===== config.mk =====
export PLATFORM = sky130hd
export DESIGN_NAME = smmha_job_sequencer
export DESIGN_NICKNAME = d
export VERILOG_FILES = /design/src/rtl/smmha_job_sequencer_pkg.sv /design/src/rtl/smmha_job_sequencer_fifo.sv /design/src/rtl/smmha_job_sequencer.sv
export SDC_FILE = /design/constraint.sdc
export NUM_CORES = 1
export LEC_CHECK = 0
export ABC_AREA = 0
export CORE_MARGIN = 3
export CORE_UTILIZATION = 30
export CTS_BUF_LIST = sky130_fd_sc_hd__clkbuf_8
export CTS_CLUSTER_DIAMETER = 30
export DETAILED_ROUTE_END_ITERATION = 8
export GPL_TIMING_DRIVEN = 0
export PLACE_DENSITY = 0.51
export SETUP_SLACK_MARGIN = 0.1
export SYNTH_ARGS = -nofsm -noshare
export SYNTH_HDL_FRONTEND = slang
export SYNTH_HIERARCHICAL = 1
export SYNTH_SLANG_ARGS = --single-unit

===== constraint.sdc =====
create_clock -name clk_i -period 34.2 [get_ports clk_i]
set_input_delay 3.42 -clock clk_i [delete_from_list [all_inputs] [get_ports clk_i]]
set_output_delay 3.42 -clock clk_i [all_outputs]
set_load 0.01 [all_outputs]

===== src/rtl/smmha_job_sequencer_pkg.sv =====
// Shared types for the smmha job sequencer: the job descriptor and the sequencer FSM states.
// Address and length widths here are the defaults used by the sequencer parameters.
package smmha_package;

  localparam int SMMHA_ADDR_W = 32;
  localparam int SMMHA_LEN_W  = 32;

  typedef struct packed {
    logic [31:0]             operand;
    logic [31:0]             operation;
    logic [SMMHA_LEN_W-1:0]  len;
    logic [SMMHA_ADDR_W-1:0] in_addr;
    logic [SMMHA_ADDR_W-1:0] out_addr;
  } smmha_job_t;

  typedef enum logic [2:0] {
    IDLE,
    LOAD,
    ISSUE,
    RUN,
    DONE
  } smmha_seq_state_e;

endpackage


===== src/rtl/smmha_job_sequencer_fifo.sv =====
// Small job descriptor FIFO with synchronous clear; head entry is visible on data_o when non-empty.
module smmha_job_fifo
  import smmha_package::*;
#(
  parameter int DEPTH = 2
) (
  input  logic       clk_i,
  input  logic       rst_ni,
  input  logic       clear_i,
  input  logic       push_i,
  input  logic       pop_i,
  input  smmha_job_t data_i,
  output smmha_job_t data_o,
  output logic       full_o,
  output logic       empty_o
);

  localparam int PTR_W = (DEPTH > 1) ? $clog2(DEPTH) : 1;
  localparam int CNT_W = $clog2(DEPTH + 1);

  smmha_job_t       r_mem [DEPTH];
  logic [PTR_W-1:0] r_wptr;
  logic [PTR_W-1:0] r_rptr;
  logic [CNT_W-1:0] r_count;
  logic             w_push;
  logic             w_pop;

  function automatic logic [PTR_W-1:0] f_incr(input logic [PTR_W-1:0] ptr);
    return (ptr == PTR_W'(DEPTH - 1)) ? '0 : ptr + 1'b1;
  endfunction

  assign full_o  = (r_count == CNT_W'(DEPTH));
  assign empty_o = (r_count == '0);
  assign w_push  = push_i && !full_o && !clear_i;
  assign w_pop   = pop_i && !empty_o && !clear_i;
  assign data_o  = r_mem[r_rptr];

  always_ff @(posedge clk_i or negedge rst_ni) begin
    if (!rst_ni) begin
      r_wptr  <= '0;
      r_rptr  <= '0;
      r_count <= '0;
    end else if (clear_i) begin
      r_wptr  <= '0;
      r_rptr  <= '0;
      r_count <= '0;
    end else begin
      if (w_push) r_wptr <= f_incr(r_wptr);
      if (w_pop)  r_rptr <= f_incr(r_rptr);
      case ({w_push, w_pop})
        2'b10:   r_count <= r_count + 1'b1;
        2'b01:   r_count <= r_count - 1'b1;
        default: r_count <= r_count;
      endcase
    end
  end

  // Storage is not reset; entries are only read once written.
  always_ff @(posedge clk_i) begin
    if (w_push) r_mem[r_wptr] <= data_i;
  end

endmodule


===== src/rtl/smmha_job_sequencer.sv =====
// smmha job sequencer: queues job descriptors, splits each into chunks and drives streamer/engine handshakes.
// Defining SMMHA_JOB_PERF_EN adds the perf_cycles_o/perf_chunks_o per-job counters.
module smmha_job_sequencer
  import smmha_package::*;
#(
  parameter int ADDR_W      = SMMHA_ADDR_W,
  parameter int LEN_W       = SMMHA_LEN_W,
  parameter int MAX_CHUNK   = 256,
  parameter int ELEM_BYTES  = 4,
  parameter int QUEUE_DEPTH = 2
) (
  input  logic              clk_i,
  input  logic              rst_ni,
  input  logic              clear_i,
  input  logic              job_valid_i,
  output logic              job_ready_o,
  input  logic [31:0]       job_operand_i,
  input  logic [31:0]       job_operation_i,
  input  logic [LEN_W-1:0]  job_len_i,
  input  logic [ADDR_W-1:0] job_in_addr_i,
  input  logic [ADDR_W-1:0] job_out_addr_i,
  output logic              src_valid_o,
  input  logic              src_ready_i,
  output logic [ADDR_W-1:0] src_addr_o,
  output logic              snk_valid_o,
  input  logic              snk_ready_i,
  output logic [ADDR_W-1:0] snk_addr_o,
  output logic [LEN_W-1:0]  chunk_len_o,
  output logic              eng_start_o,
  output logic [31:0]       eng_operand_o,
  output logic [31:0]       eng_operation_o,
  input  logic              eng_done_i,
  output logic              evt_done_o,
  output logic              busy_o
`ifdef SMMHA_JOB_PERF_EN
  ,
  output logic [31:0]       perf_cycles_o,
  output logic [15:0]       perf_chunks_o
`endif
);

  localparam int ELEM_SHIFT = $clog2(ELEM_BYTES);

  smmha_seq_state_e  r_state;
  smmha_seq_state_e  w_stateNext;
  smmha_job_t        w_fifoIn;
  smmha_job_t        w_fifoHead;
  logic              w_fifoFull;
  logic              w_fifoEmpty;
  logic              w_push;
  logic              w_pop;
  logic              r_rstDone;
  logic [LEN_W-1:0]  r_rem;
  logic [LEN_W-1:0]  r_chunkLen;
  logic [ADDR_W-1:0] r_srcAddr;
  logic [ADDR_W-1:0] r_snkAddr;
  logic [31:0]       r_operand;
  logic [31:0]       r_operation;
  logic              r_srcValid;
  logic              r_snkValid;
  logic              r_srcDone;
  logic              r_snkDone;
  logic              r_engStart;
  logic              w_srcHs;
  logic              w_snkHs;
  logic              w_bothDone;
  logic [LEN_W-1:0]  w_remNext;
  logic [ADDR_W-1:0] w_stride;

  function automatic logic [LEN_W-1:0] f_chunk(input logic [LEN_W-1:0] rem);
    return (rem > LEN_W'(MAX_CHUNK)) ? LEN_W'(MAX_CHUNK) : rem;
  endfunction

  assign w_fifoIn = '{operand:   job_operand_i,
                      operation: job_operation_i,
                      len:       SMMHA_LEN_W'(job_len_i),
                      in_addr:   SMMHA_ADDR_W'(job_in_addr_i),
                      out_addr:  SMMHA_ADDR_W'(job_out_addr_i)};

  // Ready comes from the registered count, so a full queue never takes a push while it pops.
  assign job_ready_o = r_rstDone && !w_fifoFull;
  assign w_push      = job_valid_i && job_ready_o;
  assign w_pop       = (r_state == IDLE) && !w_fifoEmpty;

  smmha_job_fifo #(
    .DEPTH (QUEUE_DEPTH)
  ) u_fifo (
    .clk_i   (clk_i),
    .rst_ni  (rst_ni),
    .clear_i (clear_i),
    .push_i  (w_push),
    .pop_i   (w_pop),
    .data_i  (w_fifoIn),
    .data_o  (w_fifoHead),
    .full_o  (w_fifoFull),
    .empty_o (w_fifoEmpty)
  );

  assign w_srcHs    = r_srcValid && src_ready_i;
  assign w_snkHs    = r_snkValid && snk_ready_i;
  assign w_bothDone = (r_srcDone || w_srcHs) && (r_snkDone || w_snkHs);
  assign w_remNext  = r_rem - r_chunkLen;
  assign w_stride   = ADDR_W'(r_chunkLen) << ELEM_SHIFT;

  always_ff @(posedge clk_i or negedge rst_ni) begin
    if (!rst_ni) begin
      r_state   <= IDLE;
      r_rstDone <= 1'b0;
    end else begin
      r_state   <= w_stateNext;
      r_rstDone <= 1'b1;
    end
  end

  always_comb begin
    w_stateNext = r_state;
    unique case (r_state)
      IDLE:    if (!w_fifoEmpty) w_stateNext = LOAD;
      LOAD:    w_stateNext = (r_rem == '0) ? DONE : ISSUE;
      ISSUE:   if (w_bothDone) w_stateNext = RUN;
      RUN:     if (eng_done_i) w_stateNext = (w_remNext == '0) ? DONE : ISSUE;
      DONE:    w_stateNext = IDLE;
      default: w_stateNext = IDLE;
    endcase
    if (clear_i) w_stateNext = IDLE;
  end

  always_comb begin
    evt_done_o  = (r_state == DONE);
    busy_o      = (r_state != IDLE) || !w_fifoEmpty;
    eng_start_o = r_engStart;
  end

  // Datapath: valids/len are set on every entry into ISSUE; addresses advance on each engine done.
  always_ff @(posedge clk_i or negedge rst_ni) begin
    if (!rst_ni) begin
      r_rem       <= '0;
      r_chunkLen  <= '0;
      r_srcAddr   <= '0;
      r_snkAddr   <= '0;
      r_operand   <= '0;
      r_operation <= '0;
      r_srcValid  <= 1'b0;
      r_snkValid  <= 1'b0;
      r_srcDone   <= 1'b0;
      r_snkDone   <= 1'b0;
      r_engStart  <= 1'b0;
    end else if (clear_i) begin
      r_srcValid  <= 1'b0;
      r_snkValid  <= 1'b0;
      r_srcDone   <= 1'b0;
      r_snkDone   <= 1'b0;
      r_engStart  <= 1'b0;
    end else begin
      r_engStart <= 1'b0;
      case (r_state)
        IDLE: if (!w_fifoEmpty) begin
          r_rem       <= LEN_W'(w_fifoHead.len);
          r_srcAddr   <= ADDR_W'(w_fifoHead.in_addr);
          r_snkAddr   <= ADDR_W'(w_fifoHead.out_addr);
          r_operand   <= w_fifoHead.operand;
          r_operation <= w_fifoHead.operation;
        end
        LOAD: if (r_rem != '0) begin
          r_chunkLen <= f_chunk(r_rem);
          r_srcValid <= 1'b1;
          r_snkValid <= 1'b1;
          r_srcDone  <= 1'b0;
          r_snkDone  <= 1'b0;
        end
        ISSUE: begin
          if (w_srcHs) begin
            r_srcValid <= 1'b0;
            r_srcDone  <= 1'b1;
          end
          if (w_snkHs) begin
            r_snkValid <= 1'b0;
            r_snkDone  <= 1'b1;
          end
          if (w_bothDone) r_engStart <= 1'b1;
        end
        RUN: if (eng_done_i) begin
          r_rem     <= w_remNext;
          r_srcAddr <= r_srcAddr + w_stride;
          r_snkAddr <= r_snkAddr + w_stride;
          if (w_remNext != '0) begin
            r_chunkLen <= f_chunk(w_remNext);
            r_srcValid <= 1'b1;
            r_snkValid <= 1'b1;
            r_srcDone  <= 1'b0;
            r_snkDone  <= 1'b0;
          end
        end
        default: ;
      endcase
    end
  end

  assign src_valid_o     = r_srcValid;
  assign snk_valid_o     = r_snkValid;
  assign src_addr_o      = r_srcAddr;
  assign snk_addr_o      = r_snkAddr;
  assign chunk_len_o     = r_chunkLen;
  assign eng_operand_o   = r_operand;
  assign eng_operation_o = r_operation;

`ifdef SMMHA_JOB_PERF_EN
  logic [31:0] r_perfCycles;
  logic [15:0] r_perfChunks;

  // Counters restart at LOAD and freeze in IDLE so the last job's figures stay readable.
  always_ff @(posedge clk_i or negedge rst_ni) begin
    if (!rst_ni) begin
      r_perfCycles <= '0;
      r_perfChunks <= '0;
    end else if (r_state == LOAD) begin
      r_perfCycles <= '0;
      r_perfChunks <= '0;
    end else if (r_state != IDLE) begin
      if (r_perfCycles != '1) r_perfCycles <= r_perfCycles + 1'b1;
      if (r_engStart) r_perfChunks <= r_perfChunks + 1'b1;
    end
  end

  assign perf_cycles_o = r_perfCycles;
  assign perf_chunks_o = r_perfChunks;
`endif

endmodule

==> run summary, run 1 <==
YOSYS
-----------------------------------------------------------------------------------------------------
Sequential cell area fraction in the yosys report ......................................       59.17%
Post-synthesis register bit count ......................................................          525
Area contributors post-synth ........................................................... edfxtp_1 (39%), dfrtp_1 (21%), mux2_1 (7.3%)
Largest family of logic cells by synthesized area ...................................... compound AO/OA/AOI/OAI gates
Fraction of the mapped netlist area in compound gates ..................................       11.36%
Syn_nets ...............................................................................         2270
Number of distinct library cells after synthesis .......................................           75
Area of the mapped netlist .............................................................  24910 sq um
Simple-gate share of the synthesized area ..............................................       8.906%
Primary FF master, synth ...............................................................     edfxtp_1
Warnings from Yosys ....................................................................            6
Avg Synthesized Cell Area ..............................................................  12.39 sq um
Area share of the leading cell type in the synthesized netlist .........................       38.58%
Post-synthesis async set-or-reset flop share ...........................................       39.05%
Xor and xnor area share after synthesis ................................................       2.250%
Post-synthesis share of cell area spent on full adders, half adders and majority gates .       4.712%
Gate Count Post-Synth ..................................................................         2011
Post-synthesis mux area share ..........................................................       11.09%
Post-synth EDFFs .......................................................................          320
Biggest area consumer among synthesized cells ..........................................     edfxtp_1

CLOCK TREE
-----------------------------------------------------------------------------------------------------
CTS sink count .........................................................................          525
Setup Buffers After CTS ................................................................            0
CTS tree ...............................................................................         done
Cts bufs inserted ......................................................................          134
Clock Pin Slew Worst Setup and Hold Paths ..............................................      0.05 ns
Maximum buffer depth of the clock tree .................................................            3
Hold buffer count at cts ...............................................................            0
H-tree depth reported by CTS ...........................................................            4
Cell at the root of the clock tree .....................................................     clkbuf_8
Clk_lat worst skew .....................................................................      0.78 ns
Post_cts resized .......................................................................            0

PWR
-----------------------------------------------------------------------------------------------------
Internal Dissipation ...................................................................      1851 uW
Worst voltage drop across the vdd grid ................................................. 0.00003905 V
Relative contribution of combinational cells to total power ............................        38.4%
Leak pwr ...............................................................................   0.01290 uW
Switch share ...........................................................................       36.92%
Power share of the clock group .........................................................        30.6%
Net Sw Power ...........................................................................      1083 uW
Total power divided by cell area ....................................................... 88.27 nW/um^2
Power share of the sequential group ....................................................        31.1%

DRT
-----------------------------------------------------------------------------------------------------
Total wire length ......................................................................     83690 um
Residual DRC count .....................................................................            0
Via count of the routed design .........................................................       18.53k
Per-cell via count in the routed design ................................................        5.004
Average wire per standard cell .........................................................     22.60 um
Residual antenna-violating net count after detailed routing ............................            0
Number of optimization iterations in the first detailed-route pass .....................            5
Iteration-0 DRC count of the detailed router ...........................................         1094

LAYOUT
-----------------------------------------------------------------------------------------------------
Final design instance area without fill ................................................  33240 sq um
Total number of nets in the final design ...............................................         2775
Most common cell after layout, fill and taps aside ..................................... clkdlybuf4s50_1
Synthesis-to-layout area growth ........................................................       33.44%
Finished Core Util .....................................................................       40.48%
Share of cells above drive strength 1 ..................................................       13.63%
Top library cells by usage in the layout, fill and taps aside .......................... clkdlybuf4s50_1 (330), edfxtp_1 (320), dfrtp_1 (205), mux2_1 (162), nor2_1 (155)

MIN PATH
-----------------------------------------------------------------------------------------------------
Tightest Hold Check Type ............................................................... flip-flop to flip-flop
Worst Hold Path EP ..................................................................... eng_operation_o[12]
Hold Path Cell Cnt .....................................................................            1
Start point of the worst min-delay path ................................................ eng_operation_o[12]

WORST SETUP PATH
-----------------------------------------------------------------------------------------------------
Crit path top cell by count ............................................................     clkbuf_1
Critical path required time ............................................................     34.84 ns
Total stage count of the critical path .................................................            7
Number of buffer and inverter instances along the worst setup path .....................            4
CP Launch Type ......................................................................... primary input
Destination of the worst register-to-register timing path .............................. chunk_len_o[27]
Largest fanout on the critical path ....................................................           12
Cell type of the slowest stage on the worst timing path ................................ clkdlybuf4s50_1
Cell Chain, Critical Path .............................................................. clkdlybuf4s50_1 > a21o_1 > clkbuf_1 > clkbuf_1 > buf_1 > nand2_1 > o31ai_1
Kind of cell adding the most delay to the critical path ................................ buffers and inverters
Largest stage delay, worst path ........................................................      0.82 ns
Nature of the critical path endpoint ...................................................    flip-flop
Classification of the worst setup path ................................................. primary input to flip-flop
R2r setup slk ..........................................................................     29.12 ns
Data arrival time at the worst-slack endpoint ..........................................      6.72 ns
Count of cells along the worst register-to-register path ...............................           16
Worst R2R Start ........................................................................ chunk_len_o[21]

GLOBAL ROUTE
-----------------------------------------------------------------------------------------------------
Maximum number of pins on one net before global-route repair ...........................          103
Vias in the first global route .........................................................       19.56k
Global-route congestion overflow total .................................................            0
Number of antenna violations at the first check in global routing ......................           16
Wire length of the first global-routing pass ...........................................    124200 um
Total routing usage reported by global routing .........................................       19.31%

TIMING
-----------------------------------------------------------------------------------------------------
Post-route clock period utilization ....................................................       17.77%
Setup violations, final ................................................................            0
Sum of negative setup slack ............................................................         0 ns
Final number of max-transition violations ..............................................            0
Least-Margin Pin Slew ..................................................................     1.289 ns
Max-Slew Margin vs Limit ...............................................................       14.03%
PnR worst setup slack ..................................................................     28.12 ns
Count of final hold-check violations ...................................................            0
RSZ-0062 raised after global routing ...................................................           no
Max Freq ...............................................................................    164.5 MHz
Setup Skew .............................................................................   0.04240 ns
Minimum clock period after layout ......................................................     6.077 ns

PLACEMENT
-----------------------------------------------------------------------------------------------------
Place WS ...............................................................................     27.38 ns
PortBufs ...............................................................................          331
GPL Wtd Cong ...........................................................................       0.8902
Area after detailed placement ..........................................................  30060 sq um
Sum of net half-perimeters after detailed placement ....................................     62710 um

FLOORPLANNING
-----------------------------------------------------------------------------------------------------
Die Span Y .............................................................................     294.2 um
Starting Density .......................................................................       30.34%
Placeable Area .........................................................................  82110 sq um
Total Die Area .........................................................................  86520 sq um
Die Span X .............................................................................     294.2 um
Standard-cell rows .....................................................................          105
Ports ..................................................................................          333

RUN STATUS
-----------------------------------------------------------------------------------------------------
Status ................................................................................. finished clean

FLOW RUN
-----------------------------------------------------------------------------------------------------
Max-cap violations .....................................................................            0

==> final cells by class <==
cell class | count | area, sq um
multi-input cells | 1335 | 9563
clock buffers | 151 | 2078
flip-flops and latches | 525 | 14740
diodes | 6 | 15.01
clock inverters | 96 | 1087
plain buffers | 86 | 379.1
fillers | 7809 | 48870
inverters | 65 | 244.0
well taps | 1070 | 1339
repair buffers | 369 | 3794
==> metrics by stage <==
step | instances | total power (uW) | hold WS, ns
global route | 3698 | 3117 | 0.5224
finish | 3703 | 2934 | 0.5011
floorplan | 2011 | 1557 | 0.4757
detailed placement | 3450 | 2038 | 0.4915
global placement | 3412 | 2027 | 0.4896
CTS | 3697 | 2959 | 0.5035
==> registers in the layout, indices dropped and copies added, names as in the netlist <==
register and flops:
r_rem 32, u_fifo/r_count 2, u_fifo/r_mem 320, chunk_len_o 32, src_addr_o 32, u_fifo/r_wptr 1
r_srcDone 1, r_snkDone 1, eng_operand_o 32, r_state 3, eng_operation_o 32, r_rstDone 1
eng_start_o 1, u_fifo/r_rptr 1, snk_addr_o 32, src_valid_o 1, snk_valid_o 1
==> worst max-delay path by stage <==
stage / start / endpoint / slack, ns
global placement: job_valid_i / u_fifo/r_mem[1][31] / 8.67
floorplan: job_valid_i / u_fifo/r_mem[1][0] / 18.02
CTS: clear_i / r_rem[8] / 28.22
detailed placement: clear_i / r_rem[1] / 27.38
finish: clear_i / r_rem[8] / 28.12
global route: clear_i / r_rem[8] / 28.07
==> cells by family (layout without fill, tap and decap cells) <==
group | after synthesis | count (layout)
fa+ha+maj | 92 | 92
xor+xnor | 64 | 64
compound gates | 448 | 448
other cells | 1 | 7
mux | 247 | 247
flops | 525 | 525
buf+inv | 151 | 767
simple gates | 483 | 483
==> cells in the mapped netlist (10+ instances only) <==
| cell | count |
|---|---|
| clkbuf_1 | 57 |
| a21o_1 | 37 |
| a31oi_1 | 36 |
| nor2_1 | 155 |
| o211ai_1 | 10 |
| buf_4 | 10 |
| dfrtp_1 | 205 |
| a21oi_1 | 132 |
| nand4_1 | 16 |
| nor2b_1 | 17 |
| mux2_2 | 69 |
| mux2_1 | 162 |
| ha_1 | 89 |
| xnor2_1 | 33 |
| nor4_1 | 19 |
| nand2_1 | 153 |
| and3_1 | 12 |
| o21ai_0 | 96 |
| mux2i_1 | 16 |
| nor3_1 | 29 |
| xor2_1 | 31 |
| nand2b_1 | 16 |
| inv_1 | 64 |
| nand3_1 | 25 |
| a211oi_1 | 18 |
| edfxtp_1 | 320 |
| o21a_1 | 22 |
==> metal layers <==
| layer | GRT usage [%] | vias up | share of wire, % |
|---|---|---|---|
| met3 | 7.457 | 161 | 9.1 |
| met2 | 30.92 | 692 | 46 |
| li1 | - | 8565 | - |
| met4 | 7.145 | 10 | 3.2 |
| met1 | 23.64 | 9102 | 42 |
| met5 | 0 | - | 0.090 |
==> worst register-to-register path, delay by kind of cell (launching register included) <==
family | cells | cell delay [ns]
buffers and inverters | 4 | 1.22
DFF | 1 | 0.53
AOI/OAI and AO/OA | 3 | 1.51
adders and majority gates | 1 | 0.29
and+or+nand+nor | 8 | 1.36
==> power groups by stage <==
stage               clock network [uW]  logic (uW)  registers (uW)
CTS                                922        1120             913
global placement                     0        1100             925
finish                             897        1130             912
detailed placement                   0        1120             922
floorplan                            0         641             916
global route                       954        1240             926
(Power assumes the default switching activity.)
==> inputs of run 2 (changes only) <==
clock period = 6.3 ns   (was 34.2 ns; I/O delays follow)
==> run 2 against run 1 <==
Sequential power grew to 5.4 times the previous value. Die area unchanged. Sequential share of layout area is 0.16 points lower. Routed wire length increased by 0.19%. Clock skew increased by 0.0049 ns. Global-route usage is 0.059 points higher. Cell count fell by 0.24%. Critical path depth is 9 higher. Register-to-register slack got worse by 28 ns. Clock power grew to 5.5 times the previous value. Flip-flop and latch count unchanged. Clock-buffer cell count unchanged. Critical path type is now flip-flop to flip-flop. Largest cell class unchanged. Highest routed layer unchanged.
==> run summary, run 2 (synthesized netlist as in run 1, its figures left out) <==
LAYOUT
---------------------------------------------------------------------------------
Flip-flop count of the largest register after layout ...............          320   unchanged
Most common cell after layout, fill and taps aside ................. clkdlybuf4s50_1
Share of cells above drive strength 1 ..............................       13.41%   -0.22 points
Total number of nets in the final design ...........................         2764   -0.40%
Register containing the most flip-flops in the final layout ........ u_fifo/r_mem
Top library cells by usage in the layout, fill and taps aside ...... clkdlybuf4s50_1 (330), edfxtp_1 (320), dfrtp_1 (205), mux2_1 (162), nor2_1 (155)
Finished Core Util .................................................       40.63%   +0.15 points
Final design instance area without fill ............................  33360 sq um   +0.37%
Synthesis-to-layout area growth ....................................       33.93%

WORST SETUP PATH
---------------------------------------------------------------------------------
Classification of the worst setup path ............................. flip-flop to flip-flop
Critical path required time ........................................      6.89 ns   -27.95 ns
Largest fanout on the critical path ................................           10   -2
Nature of the critical path endpoint ...............................    flip-flop
CP Launch Type .....................................................    flip-flop
Data arrival time at the worst-slack endpoint ......................      5.70 ns   -1.02 ns

FLOORPLANNING
---------------------------------------------------------------------------------
Standard-cell rows .................................................          105   unchanged
Starting Density ...................................................       30.34%   unchanged
Die Span X .........................................................     294.2 um   unchanged
Total Die Area .....................................................  86520 sq um   unchanged
Ports ..............................................................          333   unchanged
Die Span Y .........................................................     294.2 um   unchanged
Placeable Area .....................................................  82110 sq um   unchanged

DRT
---------------------------------------------------------------------------------
Wire length on met2 ................................................     38520 um   +0.57%
Iteration-0 DRC count of the detailed router .......................         1020   -6.8%
Total wire length ..................................................     83840 um   +0.19%
Residual antenna-violating net count after detailed routing ........            0   unchanged
M1 WL ..............................................................     34880 um   -0.31%
Number of optimization iterations in the first detailed-route pass .            5   unchanged
Average wire per standard cell .....................................     22.70 um   +0.43%
Top metal layer carrying routed signals ............................         met5
Routed length on met3 ..............................................      8030 um   +5.1%
Residual DRC count .................................................            0   unchanged
Per-cell via count in the routed design ............................        4.969   -0.69%
Via count of the routed design .....................................       18.36k   -0.93%

CLOCK TREE
---------------------------------------------------------------------------------
CTS sink count .....................................................          525   unchanged
Maximum buffer depth of the clock tree .............................            3   unchanged
Setup Buffers After CTS ............................................            0   unchanged
Cts bufs inserted ..................................................          136   +1.5%
Cell at the root of the clock tree .................................     clkbuf_8
Clk_lat worst skew .................................................      0.78 ns   about the same
H-tree depth reported by CTS .......................................            4   unchanged
Clock Pin Slew Worst Setup and Hold Paths ..........................      0.06 ns   about the same
CTS tree ...........................................................         done

MIN PATH
---------------------------------------------------------------------------------
Tightest Hold Check Type ........................................... primary input to asynchronous set/reset pin

PWR
---------------------------------------------------------------------------------
Total power divided by cell area ................................... 480.5 nW/um^2   +440%
Worst voltage drop across the vdd grid .............................  0.0002641 V   +580%
Power share of the clock group .....................................        31.0%   +0.4 points
Net Sw Power .......................................................      5846 uW   +440%
Switch share .......................................................       36.47%   -0.45 points
Power share of the sequential group ................................        30.9%   -0.2 points
Internal Dissipation ...............................................     10180 uW   +450%
Relative contribution of combinational cells to total power ........        38.1%   -0.3 points
Leak pwr ...........................................................   0.01295 uW   +0.36%

TIMING
---------------------------------------------------------------------------------
Minimum clock period after layout ..................................     5.110 ns
Post-route clock period utilization ................................       81.11%
Max Freq ...........................................................    195.7 MHz
PnR worst setup slack ..............................................     1.190 ns   -26.93 ns
Max-Slew Margin vs Limit ...........................................       22.32%   +8.3 points
Count of final hold-check violations ...............................            0   unchanged
Setup violations, final ............................................            0   unchanged
Final number of max-transition violations ..........................            0   unchanged
Least-Margin Pin Slew ..............................................     1.156 ns   -0.1331 ns
Setup Skew .........................................................   0.04727 ns   +0.004873 ns
RSZ-0062 raised after global routing ...............................           no
Post-Route Hold Slack ..............................................    0.2879 ns   -0.2132 ns

GLOBAL ROUTE
---------------------------------------------------------------------------------
Total routing usage reported by global routing .....................       19.37%   +0.059 points
Vias in the first global route .....................................       19.46k   -0.52%
Wire length of the first global-routing pass .......................    124400 um   +0.19%
Global-route congestion overflow total .............................            0   unchanged
Maximum number of pins on one net before global-route repair .......          100   -2.9%
Number of antenna violations at the first check in global routing ..           14   -2

FLOW RUN
---------------------------------------------------------------------------------
Max-cap violations .................................................            0   unchanged

PLACEMENT
---------------------------------------------------------------------------------
PortBufs ...........................................................          331   unchanged
Area after detailed placement ......................................  30130 sq um   +0.24%
GPL Wtd Cong .......................................................       0.8808   -1.1%
Place WS ...........................................................     1.204 ns   -26.17 ns
Sum of net half-perimeters after detailed placement ................     62050 um   -1.0%

RUN STATUS
---------------------------------------------------------------------------------
Status ............................................................. finished clean

==> run 2: final cells by class <==
type | count | area, sq um
Multi-Input combinational cell | 1335 | 9575
Buffer | 86 | 379.1
Fill cell | 7775 | 48750
Sequential cell | 525 | 14740
Clock buffer | 151 | 2078
Tap cell | 1070 | 1339
Inverter | 65 | 244.0
Clock inverter | 100 | 1127
Antenna cell | 6 | 15.01
Timing Repair Buffer | 356 | 3864
==> run 2: metal layers <==
layer	GRT usage [%]	vias up
li1	-	8543
met1	23.66	9014
met2	30.76	622
met3	8.317	162
met4	6.500	16
met5	0	-
==> run 2: stage by stage <==
step,total power (uW),TNS (ns),cells
finish,16030,0,3694
global route,17060,0,3689
CTS,16170,0,3688
detailed placement,11060,0,3436
global placement,10990,-1926.76,3412
floorplan,8440,0,2011
==> run 2: final timing paths <==
kind | cells after the start | slack (ns) | to | startpoint
worst min register to register | 1 | 0.50 | eng_operation_o[14] | eng_operation_o[14]
min in group clk_i | 3 | 0.40 | src_valid_o | eng_done_i
worst max-delay path | 16 | 1.19 | chunk_len_o[23] | chunk_len_o[18]
max in group asynchronous | 4 | 4.64 | snk_addr_o[27] | rst_ni
worst max register to register | 16 | 1.19 | chunk_len_o[23] | chunk_len_o[18]
worst min-delay path | 2 | 0.29 | eng_operand_o[21] | rst_ni
==> run 2: power by group through the flow <==
stage	Clock [uW]	Combinational (uW)	Sequential [uW]
2_1_floorplan	0	3480	4960
3_3_place_gp	0	5990	5000
3_5_place_dp	0	6050	5010
4_1_cts	5100	6100	4960
5_1_grt	5300	6730	5030
6_report	4970	6110	4950
==> run 2: timing repair <==
item	in CTS	in global routing
resized for setup	0	0
hold endpoints to repair	28	0
hold buffers	1	0
endpoints found under the setup margin	0	0
==> run 2: critical path: stages (launching register included) <==
cell      delay (ns)
dfrtp_1         0.54
inv_1           0.11
ha_1            0.29
clkbuf_1        0.27
nand4_1         0.19
nor3_1          0.40
nand2_1         0.10
a211o_1         0.37
and2_1          0.24
o311ai_1        0.74
nor3_1          0.15
nand4_1         0.14
or3_1           0.17
buf_2           0.22
a32o_2          0.32
buf_1           0.60
nor2_1          0.09
==> inputs of run 3 (changes only) <==
PLACE_DENSITY = 0.52   (was 0.51)
clock period = 4.7 ns   (was 6.3 ns; I/O delays follow)
==> run 3 against run 2 <==
Routed wire length grew 0.24%. Critical path depth down 3. Maximum frequency rose by 15%. Largest cell class unchanged. Cell count about the same. Power grew 35%. Clock power increased by 30%. Critical endpoint is now chunk_len_o[0]. Register-to-register slack lost 0.91 ns. Combinational power increased by 39%.
==> run summary, run 3 (synthesized netlist as in run 1, its figures left out) <==
GLOBAL ROUTE
---------------------------------------------------------------------------------
Global-route congestion overflow total .............................            0   unchanged
Wire length of the first global-routing pass .......................    123400 um   -0.85%
Maximum number of pins on one net before global-route repair .......           98   -2.0%
Total routing usage reported by global routing .....................       19.26%   -0.11 points
Vias in the first global route .....................................       19.46k   +0.026%
Number of antenna violations at the first check in global routing ..           13   -1

TIMING
---------------------------------------------------------------------------------
Setup Skew .........................................................   0.03622 ns   -0.01105 ns
RSZ-0062 raised after global routing ...............................           no
PnR worst setup slack ..............................................    0.2757 ns   -0.9144 ns
Count of final hold-check violations ...............................            0   unchanged
Max Freq ...........................................................    226.0 MHz   +15%
Post-route clock period utilization ................................       94.13%   +13 points
Minimum clock period after layout ..................................     4.424 ns   -0.6856 ns
Max-Slew Margin vs Limit ...........................................       17.72%   -4.6 points
Setup violations, final ............................................            0   unchanged
Final number of max-transition violations ..........................            0   unchanged
Sum of negative setup slack ........................................         0 ns   unchanged
Least-Margin Pin Slew ..............................................     1.234 ns   +0.07786 ns

FLOW RUN
---------------------------------------------------------------------------------
Max-cap violations .................................................            0   unchanged

FLOORPLANNING
---------------------------------------------------------------------------------
Placeable Area .....................................................  82110 sq um   unchanged
Ports ..............................................................          333   unchanged
Die Span Y .........................................................     294.2 um   unchanged
Die Span X .........................................................     294.2 um   unchanged
Starting Density ...................................................       30.34%   unchanged
Total Die Area .....................................................  86520 sq um   unchanged
Standard-cell rows .................................................          105   unchanged

PLACEMENT
---------------------------------------------------------------------------------
Sum of net half-perimeters after detailed placement ................     62310 um   +0.42%
GPL Wtd Cong .......................................................       0.8853   +0.51%
Place WS ...........................................................   -0.3104 ns   -1.515 ns
Instance count after placement with tap cells included .............         3435   -0.029%
PortBufs ...........................................................          331   unchanged

DRT
---------------------------------------------------------------------------------
Number of optimization iterations in the first detailed-route pass .            5   unchanged
Iteration-0 DRC count of the detailed router .......................         1118   +9.6%
Total wire length ..................................................     84050 um   +0.24%
Via count of the routed design .....................................       18.53k   +0.93%
Residual DRC count .................................................            0   unchanged
Average wire per standard cell .....................................     22.73 um   +0.16%
Residual antenna-violating net count after detailed routing ........            0   unchanged
Per-cell via count in the routed design ............................        5.012   +0.85%

CLOCK TREE
---------------------------------------------------------------------------------
Cell at the root of the clock tree .................................     clkbuf_8
Clk_lat worst skew .................................................      0.77 ns   about the same
Cts bufs inserted ..................................................          137   +0.74%
CTS tree ...........................................................         done
Maximum buffer depth of the clock tree .............................            3   unchanged
H-tree depth reported by CTS .......................................            4   unchanged
Clock Pin Slew Worst Setup and Hold Paths ..........................      0.05 ns   about the same
CTS sink count .....................................................          525   unchanged

LAYOUT
---------------------------------------------------------------------------------
Share of cells above drive strength 1 ..............................       15.36%   +2.0 points
Register containing the most flip-flops in the final layout ........ u_fifo/r_mem
Synthesis-to-layout area growth ....................................       34.50%
Top library cells by usage in the layout, fill and taps aside ...... clkdlybuf4s50_1 (330), edfxtp_1 (320), dfrtp_1 (191), mux2_1 (162), nor2_1 (155)
Most common cell after layout, fill and taps aside ................. clkdlybuf4s50_1
Non-filler cells, final ............................................         3697   +0.081%
Flip-flop count of the largest register after layout ...............          320   unchanged
Number of fill cells ...............................................         7787   +0.15%
Total number of nets in the final design ...........................         2768   +0.14%

MIN PATH
---------------------------------------------------------------------------------
Tightest Hold Check Type ........................................... primary input to asynchronous set/reset pin

WORST SETUP PATH
---------------------------------------------------------------------------------
Worst R2R Start .................................................... chunk_len_o[9]
Classification of the worst setup path ............................. flip-flop to flip-flop
CP Launch Type .....................................................    flip-flop
R2r setup slk ......................................................      0.28 ns   -0.91 ns
Nature of the critical path endpoint ...............................    flip-flop
Largest fanout on the critical path ................................            8   -2
Count of cells along the worst register-to-register path ...........           13   -3
Critical path required time ........................................      5.33 ns   -1.56 ns
Data arrival time at the worst-slack endpoint ......................      5.05 ns   -0.65 ns
Destination of the worst register-to-register timing path .......... chunk_len_o[0]

PWR
---------------------------------------------------------------------------------
Leak pwr ...........................................................   0.01296 uW   about the same
Total power divided by cell area ................................... 643.9 nW/um^2   +34%
Worst voltage drop across the vdd grid .............................  0.0003149 V   +19%

RUN STATUS
---------------------------------------------------------------------------------
Status ............................................................. finished clean

==> run 3: changes by cell type in the layout (fill, tap and decap cells not counted), sizes merged <==
cell and change:
bufinv -5, inv +4, clkbuf -1, clkinv -5
diode -3, buf +6, clkinvlp +7
==> run 3: metal layers <==
layer / routed length, um / vias to the layer above / share of wire, % / GRT usage [%]
met5: 69 / - / 0.082 / 0
met2: 38750 / 700 / 46 / 30.92
li1: - / 8523 / - / -
met1: 34970 / 9115 / 42 / 23.72
met3: 7512 / 178 / 8.9 / 7.162
met4: 2747 / 12 / 3.3 / 7.035
==> run 3: how the worst max path moves through the flow <==
stage,slack (ns),depth (start not counted),to,from
floorplan,-0.73,5,u_fifo/r_mem[1][0],u_fifo/r_count[1]
global placement,-6.93,1,snk_addr_o[16],rst_ni
detailed placement,-0.31,16,chunk_len_o[24],chunk_len_o[21]
CTS,0.12,15,chunk_len_o[2],chunk_len_o[4]
global route,0.11,15,chunk_len_o[4],chunk_len_o[16]
finish,0.28,13,chunk_len_o[0],chunk_len_o[9]
==> run 3: final cells by class <==
cell class              instances  area [sq um]  share of cell area (%)
inverters                      65         244.0                  0.7282
plain buffers                  83         376.6                   1.124
multi-input cells            1335          9737                   29.06
clock inverters               101          1052                   3.141
diodes                          3         7.507                 0.02241
repair buffers                362          3885                   11.60
flip-flops and latches        525         14760                   44.05
well taps                    1070          1339                   3.996
clock buffers                 153          2106                   6.285
==> run 3: power breakdown <==
| group | total, uW | switching (uW) | leakage, uW | internal, uW |
|---|---|---|---|---|
| registers | 6630 | 864 | 0.00540 | 5770 |
| logic | 8470 | 4710 | 0.00589 | 3770 |
| clock network | 6470 | 2430 | 0.00167 | 4040 |
==> run 3: repair_timing <==
action / in CTS / in global routing
gates resized for setup: 17 / 37
pin swaps: 0 / 6
endpoints found under the hold margin: 82 / 0
hold buffers: 1 / 0
setup buffers: 0 / 7
setup endpoints to repair: 34 / 34
==> run 3: worst max-delay path, cell delays in order, from the launching register on <==
cell and delay [ns]:
dfrtp_1 0.54, inv_1 0.15, ha_1 0.42, and3_1 0.29, o2111ai_4 0.18, a211o_1 0.42, and2_2 0.27, mux2i_1 0.18
nor4_1 0.25, nand4b_1 0.25, or3_4 0.45, buf_2 0.18, a32o_2 0.37, mux2_1 0.33
==> run 3: metrics by stage <==
| stage | cell area [sq um] | hold WS, ns | utilization (%) | power (uW) |
|---|---|---|---|---|
| 6_report | 33500 | 0.1880 | 40.80 | 21570 |
| 2_1_floorplan | 24960 | 0.1744 | - | 11320 |
| 3_5_place_dp | 30120 | 0.3891 | 36.69 | 14840 |
| 4_1_cts | 33360 | 0.1176 | 40.62 | 21570 |
| 3_3_place_gp | 29610 | 0.4892 | 36.06 | 14730 |
| 5_1_grt | 33500 | 0.1522 | 40.79 | 22910 |
